$ cat src/rtl/priv_trap_sequencer.sv
`default_nettype none
// ============================================================================
// Module      : priv_trap_sequencer
// Description : Machine-mode trap/return sequencer. Picks the winning event
//               among synchronous exceptions, interrupts, mret and wfi;
//               emits one-cycle CSR update strobes for trap entry; then
//               holds the redirect request to the pipeline until it
//               reports pipe_clear.
// Ports       :
//   CLK, nRST            clock, synchronous active-low reset
//   fault_insn..env      exception flags from the hazard unit
//   ex_rmgmt(_cause)     RISC-MGMT extension exception and its index
//   ret, wfi             mret / wfi committing
//   pipe_clear           pipeline flushed, redirect may complete
//   epc, badaddr         PC and faulting address/instruction bits
//   ext/soft/timer_int   pending & enabled interrupt sources
//   mstatus_mie          global interrupt enable
//   mtvec, mepc_r        trap vector and current mepc CSR values
//   insert_pc, priv_pc   redirect request and target
//   intr                 current trap is an interrupt
//   *_we, *_wdata        mepc/mcause/mtval write strobes and data
//   mstatus_push/pop     trap-entry / mret stack operations on mstatus
//   sleeping             core halted in wfi
// Revision    : 1.0 - initial release
// ============================================================================
module priv_trap_sequencer #(
  parameter int  NUM_EXT          = 1,
  parameter int  RMGMT_CAUSE_BASE = 24,
  localparam int CW               = (NUM_EXT > 1) ? $clog2(NUM_EXT) : 1
) (
  input  logic          CLK,
  input  logic          nRST,
  input  logic          fault_insn,
  input  logic          mal_insn,
  input  logic          illegal_insn,
  input  logic          fault_l,
  input  logic          mal_l,
  input  logic          fault_s,
  input  logic          mal_s,
  input  logic          breakpoint,
  input  logic          env,
  input  logic          ex_rmgmt,
  input  logic [CW-1:0] ex_rmgmt_cause,
  input  logic          ret,
  input  logic          wfi,
  input  logic          pipe_clear,
  input  logic [31:0]   epc,
  input  logic [31:0]   badaddr,
  input  logic          ext_int,
  input  logic          soft_int,
  input  logic          timer_int,
  input  logic          mstatus_mie,
  input  logic [31:0]   mtvec,
  input  logic [31:0]   mepc_r,
  output logic          insert_pc,
  output logic [31:0]   priv_pc,
  output logic          intr,
  output logic          mepc_we,
  output logic          mcause_we,
  output logic          mtval_we,
  output logic [31:0]   mepc_wdata,
  output logic [31:0]   mcause_wdata,
  output logic [31:0]   mtval_wdata,
  output logic          mstatus_push,
  output logic          mstatus_pop,
  output logic          sleeping
);

  localparam logic [2:0] S_IDLE     = 3'd0;
  localparam logic [2:0] S_TRAP_WR  = 3'd1;
  localparam logic [2:0] S_REDIRECT = 3'd2;
  localparam logic [2:0] S_RET      = 3'd3;
  localparam logic [2:0] S_SLEEP    = 3'd4;

  logic [2:0]  r_state;
  logic [2:0]  w_next_state;
  logic [31:0] r_cause;
  logic [31:0] r_epc;
  logic [31:0] r_tval;
  logic        r_ret_first;

  logic        w_exc;
  logic        w_int_pend;
  logic        w_irq;
  logic        w_take;
  logic [31:0] w_exc_cause;
  logic [31:0] w_exc_tval;
  logic [31:0] w_irq_cause;
  logic [31:0] w_trap_pc;

  assign w_exc = fault_insn | mal_insn | illegal_insn | fault_l | mal_l |
                 fault_s | mal_s | breakpoint | env | ex_rmgmt;
  // Raw pending (ignoring MIE) is what wakes wfi; MIE only gates trapping.
  assign w_int_pend = ext_int | soft_int | timer_int;
  assign w_irq      = mstatus_mie & w_int_pend;
  assign w_take     = (r_state == S_IDLE) & (w_exc | w_irq);

  // Exception cause and tval selection, highest priority first.
  always_comb begin
    w_exc_cause = 32'd0;
    w_exc_tval  = 32'd0;
    if (fault_insn) begin
      w_exc_cause = 32'd1;  w_exc_tval = badaddr;
    end else if (illegal_insn) begin
      w_exc_cause = 32'd2;  w_exc_tval = badaddr;
    end else if (mal_insn) begin
      w_exc_cause = 32'd0;  w_exc_tval = badaddr;
    end else if (env) begin
      w_exc_cause = 32'd11; w_exc_tval = 32'd0;
    end else if (breakpoint) begin
      w_exc_cause = 32'd3;  w_exc_tval = epc;
    end else if (mal_s) begin
      w_exc_cause = 32'd6;  w_exc_tval = badaddr;
    end else if (mal_l) begin
      w_exc_cause = 32'd4;  w_exc_tval = badaddr;
    end else if (fault_s) begin
      w_exc_cause = 32'd7;  w_exc_tval = badaddr;
    end else if (fault_l) begin
      w_exc_cause = 32'd5;  w_exc_tval = badaddr;
    end else if (ex_rmgmt) begin
      w_exc_cause = 32'(RMGMT_CAUSE_BASE) + 32'(ex_rmgmt_cause);
      w_exc_tval  = 32'd0;
    end
  end

  assign w_irq_cause = ext_int  ? 32'h8000_000B :
                       soft_int ? 32'h8000_0003 :
                                  32'h8000_0007;

  // Vectored mode only offsets interrupts; modes 2/3 fall back to direct.
  assign w_trap_pc = ((mtvec[1:0] == 2'b01) && r_cause[31]) ?
                     ({mtvec[31:2], 2'b00} + {r_cause[29:0], 2'b00}) :
                     {mtvec[31:2], 2'b00};

  // State register
  always_ff @(posedge CLK) begin
    if (!nRST) begin
      r_state <= S_IDLE;
    end else begin
      r_state <= w_next_state;
    end
  end

  // Trap context latch and first-RET-cycle marker
  always_ff @(posedge CLK) begin
    if (!nRST) begin
      r_cause     <= 32'd0;
      r_epc       <= 32'd0;
      r_tval      <= 32'd0;
      r_ret_first <= 1'b0;
    end else begin
      if (w_take) begin
        r_cause <= w_exc ? w_exc_cause : w_irq_cause;
        r_epc   <= epc;
        r_tval  <= w_exc ? w_exc_tval : 32'd0;
      end
      r_ret_first <= (r_state == S_IDLE) && (w_next_state == S_RET);
    end
  end

  // Next-state logic
  always_comb begin
    w_next_state = r_state;
    case (r_state)
      S_IDLE: begin
        if (w_exc || w_irq) begin
          w_next_state = S_TRAP_WR;
        end else if (ret) begin
          w_next_state = S_RET;
        end else if (wfi && !w_int_pend) begin
          w_next_state = S_SLEEP;
        end
      end
      S_TRAP_WR:  w_next_state = S_REDIRECT;
      S_REDIRECT: if (pipe_clear) w_next_state = S_IDLE;
      S_RET:      if (pipe_clear) w_next_state = S_IDLE;
      S_SLEEP:    if (w_int_pend) w_next_state = S_IDLE;
      default:    w_next_state = S_IDLE;
    endcase
  end

  // Output logic
  always_comb begin
    insert_pc    = 1'b0;
    priv_pc      = 32'd0;
    intr         = 1'b0;
    mepc_we      = 1'b0;
    mcause_we    = 1'b0;
    mtval_we     = 1'b0;
    mepc_wdata   = 32'd0;
    mcause_wdata = 32'd0;
    mtval_wdata  = 32'd0;
    mstatus_push = 1'b0;
    mstatus_pop  = 1'b0;
    sleeping     = 1'b0;
    case (r_state)
      S_TRAP_WR: begin
        mepc_we      = 1'b1;
        mcause_we    = 1'b1;
        mtval_we     = 1'b1;
        mepc_wdata   = r_epc;
        mcause_wdata = r_cause;
        mtval_wdata  = r_tval;
        mstatus_push = 1'b1;
        intr         = r_cause[31];
      end
      S_REDIRECT: begin
        insert_pc = 1'b1;
        priv_pc   = w_trap_pc;
        intr      = r_cause[31];
      end
      S_RET: begin
        insert_pc   = 1'b1;
        priv_pc     = mepc_r;
        mstatus_pop = r_ret_first;
      end
      S_SLEEP: sleeping = 1'b1;
      default: ;
    endcase
  end

endmodule
`default_nettype wire
$ cat config.mk
export PLATFORM = sky130hd
export DESIGN_NAME = priv_trap_sequencer
export DESIGN_NICKNAME = d
export VERILOG_FILES = /design/src/rtl/priv_trap_sequencer.sv
export SDC_FILE = /design/constraint.sdc
export NUM_CORES = 1
export LEC_CHECK = 0
export ABC_AREA = 1
export BUFFER_PORTS_ARGS = -buffer_cell sky130_fd_sc_hd__buf_2
export CORE_ASPECT_RATIO = 1.75
export CORE_MARGIN = 8
export CORE_UTILIZATION = 51
export CTS_CLUSTER_DIAMETER = 50
export DETAILED_ROUTE_END_ITERATION = 8
export PLACE_DENSITY_LB_ADDON = 0.12
export SKIP_LAST_GASP = 1
export SLEW_MARGIN = 10
export SYNTH_ARGS = -nofsm -noshare
export SYNTH_HDL_FRONTEND = slang
export SYNTH_SLANG_ARGS = --single-unit
$ cat constraint.sdc
create_clock -name CLK -period 8.1 [get_ports CLK]
set_input_delay 2.025 -clock CLK [delete_from_list [all_inputs] [get_ports CLK]]
set_output_delay 2.025 -clock CLK [all_outputs]
set_load 0.005 [all_outputs]
==> results of run 1 <==
[through the flow]
stage          total power [mW]  std cells  worst slack [ps]
2_1_floorplan             0.659       1052              2550
3_3_place_gp              0.762       1365              2050
3_5_place_dp              0.766       1365              2000
4_1_cts                    1.12       1380              2000
5_1_grt                    1.18       1384              1780
6_report                   1.11       1385              2000
[layout by cell type, fill, tap and decap left out, drive strengths merged]
cell / instances
xnor2: 2
inv: 151
a22o: 12
xor2: 1
dfxtp: 74
nor2: 130
nand3: 52
clkbuf: 11
buf: 261
o21bai: 1
o211ai: 1
a21o: 1
a31oi: 1
nand3b: 4
o31ai: 3
a32o: 1
nor3: 14
conb: 26
ha: 5
fa: 1
and2: 1
a21oi: 86
clkinv: 6
o21ai: 104
diode: 5
nand2: 292
a211oi: 1
nand4: 5
o22ai: 1
[final cells by class]
type,count,area (um^2)
antenna,5,12.5
clock buffer,11,233
clock inverter,4,20.0
fill,1193,3910
inverter,153,574
multi-input combinational,745,3390
sequential,74,1480
tap,132,165
timing repair buffer,261,1320
[state kept, by name, indices dropped and copies added (netlist names)]
name,count
r_epc,32
r_tval,32
r_cause,6
r_state,3
r_ret_first,1
[cell families after synthesis]
logic type | synth area share, %
compound gates | 19.7
xor+xnor | 0.452
flops | 25.5
simple gates | 34.8
buf+inv | 18.1
fa+ha+maj | 1.42
other cells | 0.0645
[worst paths after layout]
check,endpoint,cells past startpoint
worst min-delay path,r_epc[18],2
worst max-delay path,priv_pc[16],14
worst max register to register,r_cause[0],8
worst min register to register,r_epc[18],2
[power by group through the flow]
stage	logic, mW	clock network (mW)	registers (mW)
2_1_floorplan	0.234	0	0.425
3_3_place_gp	0.334	0	0.428
3_5_place_dp	0.337	0	0.429
4_1_cts	0.339	0.357	0.422
5_1_grt	0.383	0.373	0.426
6_report	0.337	0.351	0.422
[worst register-to-register path: stages, from the launching register on]
cell and delay [ps]:
dfxtp_1 340, nor2_1 120, inv_1 80, nor2_2 220, inv_1 150, nor2_4 730, inv_1 140, nor3_1 180
nor2_1 60
[cell usage after synthesis, drive strengths merged]
| master | number | area, um^2 |
|---|---|---|
| nand2 | 292 | 1100 |
| inv | 151 | 567 |
| nor2 | 130 | 503 |
| o21ai | 104 | 521 |
| a21oi | 86 | 445 |
| dfxtp | 74 | 1480 |
| nand3 | 52 | 270 |
| buf | 47 | 353 |
| clkbuf | 33 | 124 |
| nor3 | 14 | 80.1 |
| a22o | 12 | 105 |
| ha | 5 | 62.6 |
| nand4 | 5 | 31.3 |
| nand3b | 4 | 30.0 |
| o31ai | 3 | 22.5 |
| clkinv | 2 | 7.51 |
| xnor2 | 2 | 17.5 |
| a211oi | 1 | 7.51 |
| a21o | 1 | 7.51 |
| a31oi | 1 | 6.26 |
| a32o | 1 | 10.0 |
| and2 | 1 | 6.26 |
| conb | 1 | 3.75 |
| fa | 1 | 20.0 |
| o211ai | 1 | 7.51 |
| o21bai | 1 | 7.51 |
| o22ai | 1 | 6.26 |
| xor2 | 1 | 8.76 |
[per-layer routing]
layer / global-route usage (%) / up-vias / routed length, um
li1: - / 3604 / -
met1: 24.7 / 3151 / 7260
met2: 49.8 / 250 / 11200
met3: 7.06 / 71 / 1420
met4: 16.0 / 6 / 1020
met5: 0 / - / 24
==> results.json, run 1 <==
{
  "r2r_start": "r_state[0]",
  "clk_pin_slew_worst_paths_ps": 60,
  "ctsHoldBuffers": 0,
  "fin_area_um2": 7200,
  "grt-ovfl-total": 0,
  "die_x_um": 96.7,
  "postPlaceCellArea_um2": 6930,
  "cts_inserted_buffers": 9,
  "die_area_um2": 15200,
  "grt_start_max_net_pins": 102,
  "routed_via_density": 5.11,
  "maxSlewViolCount": 0,
  "rrSetupSlack_ps": 5970,
  "cts_setup_buffers": 0,
  "synth.ff_latch_count": 74,
  "worstMarginPinSlew_ps": 1060,
  "worst_clock_skew_ps": 6.32,
  "grt_pass1_vias": 6871,
  "period_share_pct": 75.2,
  "switching_share_pct": 34.1,
  "worst-path-buf-inv": 4,
  "start_kind": "input port",
  "p_switching_mw": 0.379,
  "combinationalPowerShare_pct": 30.4,
  "crit_path_end_kind": "output pin",
  "dr.first_iter.drc_count": 269,
  "power_frac_seq_pct": 38.0,
  "required_ps": 6080,
  "core_um2": 11100,
  "fin_tns_setup_ps": 0,
  "p_int_mw": 0.731,
  "hold_ws_ps": 454,
  "synthCells": 1027,
  "crit_start": "mtvec[2]",
  "drive_gt1_share_pct": 23.6,
  "status": "complete, no violations",
  "area_growth_pct": 23.8,
  "io_pins": 284,
  "hold_path.class": "reg2reg",
  "critPathMostFrequentCell": "nand2_1",
  "path_delay_family": "simple AND/OR/NAND/NOR gates",
  "cp_slowest_cell": "fa_1",
  "wl_per_cell_um": 15.1,
  "clock_latency_ps": 330,
  "synth_area_um2": 5810,
  "cts_tree": "yes",
  "synth.avg_cell_area_um2": 5.66,
  "grt_setup_unrepaired": "no",
  "cts-root-buf": "clkbuf_16",
  "gp_congestion": 0.964,
  "cts_resized": 0,
  "drc": 0,
  "final_nets": 1398,
  "cts.sinks": 74,
  "period_needed_ps": 6100,
  "max-vdd-ir-drop_mv": 0.141,
  "initial_core_util_pct": 52.4,
  "die_y_um": 157,
  "vias": 7082,
  "grt_pass1_wl_mm": 33.1,
  "clock.fmax_mhz": 164,
  "setup_viol": 0,
  "slew_headroom_pct": 29.1,
  "power_density_nw_per_um2": 154,
  "numPortBuffers": 257,
  "critPathMaxStageDelay_ps": 400,
  "clkPwrFrac_pct": 31.6,
  "crit_type": "in2out",
  "place.detailed.hpwl_mm": 16.3,
  "antenna_found_initial": 7,
  "maxCapViolations": 0,
  "fin_util_pct": 64.8,
  "path_cells": "buf_2 > ha_1 > inv_1 > fa_1 > inv_1 > nand3_1 > nand2_1 > nand2_1 > nand2_1 > nand3_1 > o21ai_1 > nand2_1 > o21ai_1 > buf_2",
  "leakage_nw": 3.87,
  "worstPathArrival_ps": 4070,
  "synth_cell_type_count": 38,
  "h-tree-depth": 3,
  "track_usage_pct": 26.4,
  "wl_mm": 20.9,
  "synth-seq-area-share_pct": 25.5,
  "rows": 51,
  "ys_warn_count": 0,
  "finalHoldViolations": 0,
  "critical_path.max_fanout": 5,
  "min_from": "r_epc[18]",
  "drtPass1Iterations": 4,
  "ant_nets": 0,
  "clock_path_buffers": 2
}
Note: power is estimated with default switching activity, not from simulation.
==> inputs of run 2 (changes only) <==
Settings changed: ABC_AREA 1 to 0, CORE_UTILIZATION 51 to 41.
Clock period 8.1 ns to 5.4 ns, I/O delays scaled along.
==> run 2 against run 1 <==
Against the previous run:
- clock-buffer cell count fell by 1
- sequential power rose by 51%
- combinational power up 22%
- global-route usage down 4.7 points
- sequential share of layout area increased by 2.4 points
- via count fell by 25%
- final cell count shrank 29%
- worst setup slack worse by 1600 ps
- first-iteration DRC count fell by 45%
- clock skew rose by 1.8 ps
- utilization fell by 10 points
- non-clock buffer count up 5
- critical path type unchanged
- critical endpoint is now priv_pc[26]
==> results.json, run 2 <==
{
  "setup_viol": 0,
  "min_from": "r_epc[7]",
  "period_needed_ps": 4950,
  "grt_setup_unrepaired": "no",
  "grt_pass1_wl_mm": 28.2,
  "power_density_nw_per_um2": 261,
  "crit_start": "mtvec[2]",
  "drtPass1Iterations": 4,
  "status": "complete, no violations",
  "max-vdd-ir-drop_mv": 0.179,
  "wl_per_cell_um": 18.0,
  "vias": 5312,
  "p_switching_mw": 0.506,
  "fin_tns_setup_ps": 0,
  "synthArstFlopShare_pct": 0,
  "finalHoldViolations": 0,
  "required_ps": 4050,
  "combinationalPowerShare_pct": 24.4,
  "final_common_cell": "buf_2",
  "slew_headroom_pct": 19.5,
  "worst_clock_skew_ps": 8.10,
  "grt_pass1_vias": 5632,
  "clk_pin_slew_worst_paths_ps": 50,
  "rows": 53,
  "cts_tree": "yes",
  "worstPathArrival_ps": 3600,
  "crit_path_end_kind": "output pin",
  "critical_path.max_fanout": 13,
  "cts.sinks": 74,
  "synth_edf_count": 0,
  "grt_start_max_net_pins": 72,
  "dr.first_iter.drc_count": 148,
  "die_x_um": 98.9,
  "switching_share_pct": 30.0,
  "ys_warn_count": 0,
  "clkPwrFrac_pct": 37.8,
  "synthFlopType": "dfxtp_1",
  "worstMarginPinSlew_ps": 1210,
  "yosysTopAreaCell": "dfxtp_1",
  "core_um2": 11900,
  "final_nets": 998,
  "postPlaceCellArea_um2": 6130,
  "synth_area_um2": 4930,
  "synth_area_leaders": "dfxtp_1 (30%), and2_1 (9.4%), nand2_1 (6.1%)",
  "p_int_mw": 1.18,
  "h-tree-depth": 3,
  "cts_resized": 0,
  "hold_ws_ps": 446,
  "r2r_start": "r_state[0]",
  "synth_top_area_share_pct": 30.0,
  "gp_congestion": 0.871,
  "die_y_um": 161,
  "numPortBuffers": 257,
  "maxSlewViolCount": 0,
  "wl_mm": 17.7,
  "clock_path_buffers": 2,
  "synthCells": 618,
  "synth-seq-area-share_pct": 30.0,
  "drc": 0,
  "synth.avg_cell_area_um2": 7.99,
  "synth_cell_type_count": 57,
  "yosysMostFrequentCell": "nand2_1",
  "leakage_nw": 3.15,
  "synth_top_cells_by_count": "nand2_1 (80), and2_1 (74), dfxtp_1 (74)",
  "drive_gt1_share_pct": 35.0,
  "antenna_found_initial": 2,
  "reg_top3": "r_epc (32), r_tval (32), r_cause (6)",
  "cts_setup_buffers": 0,
  "die_area_um2": 15900,
  "initial_core_util_pct": 41.6,
  "clock_latency_ps": 330,
  "clock.fmax_mhz": 202,
  "ctsHoldBuffers": 0,
  "cts_inserted_buffers": 9,
  "crit_type": "in2out",
  "io_pins": 284,
  "layout_common_cells": "buf_2 (257), nand2_1 (80), and2_1 (74), dfxtp_1 (74), o21ai_0 (34)",
  "start_kind": "input port",
  "synth.ff_latch_count": 74,
  "maxCapViolations": 0,
  "grt-ovfl-total": 0,
  "area_growth_pct": 30.8,
  "place.detailed.hpwl_mm": 13.8,
  "hold_path.class": "reg2reg",
  "fin_area_um2": 6450,
  "ant_nets": 0,
  "track_usage_pct": 21.7,
  "routed_via_density": 5.38,
  "n_fill_cell": 1207,
  "power_frac_seq_pct": 37.8,
  "cts-root-buf": "clkbuf_16",
  "period_share_pct": 91.6
}
==> run 2: final cells by class <==
type	instances	area, um^2	area share [%]
multi-input combinational	488	3110	48.1
sequential	74	1480	23.0
timing repair buffer	266	1350	21.0
clock buffer	10	229	3.55
tap	137	171	2.66
clock inverter	6	90.1	1.40
inverter	5	18.8	0.291
antenna	2	5.00	0.0775
==> run 2: cells by family after synthesis <==
logic type	synth area share [%]
simple gates	26.2
compound gates	28.4
buf+inv	9.18
flops	30.0
xor+xnor	4.08
fa+ha+maj	1.67
mux	0.406
other cells	0.0760
==> run 2: worst paths after layout <==
path,depth (start not counted),slack (ps),to
max,10,450,priv_pc[26]
min reg2reg,2,450,r_epc[7]
min,2,450,r_epc[7]
max reg2reg,5,3330,r_epc[30]
==> run 2: power groups by stage <==
stage          Clock [mW]  Combinational [mW]  Sequential, mW
6_report            0.638               0.411           0.637
5_1_grt             0.678               0.460           0.644
4_1_cts             0.652               0.416           0.637
3_5_place_dp            0               0.413           0.647
3_3_place_gp            0               0.406           0.645
2_1_floorplan           0               0.266           0.633
==> run 2: critical path: stages <==
cell,delay (ps)
buf_2,90
ha_1,180
inv_1,60
fa_1,380
nor2b_1,200
o31a_1,530
o211ai_1,180
or3_1,330
a31oi_1,150
buf_2,140
==> run 2: per-layer routing <==
layer | up-vias | wire, um | GRT usage, %
met5 | - | 0 | 0
met4 | 0 | 431 | 9.14
met3 | 27 | 1280 | 5.86
met2 | 210 | 9450 | 41.2
met1 | 2464 | 6590 | 21.1
li1 | 2611 | - | -
==> run 2: stage by stage <==
stage | instances | total power, mW | utilization, % | worst slack [ps]
after detailed placement | 970 | 1.06 | 51.6 | 494
after CTS | 986 | 1.70 | 54.3 | 478
after global routing | 988 | 1.78 | 54.4 | 265
final | 988 | 1.69 | 54.4 | 453
after floorplan | 643 | 0.899 | - | 1030
after global placement | 970 | 1.05 | 51.6 | 548
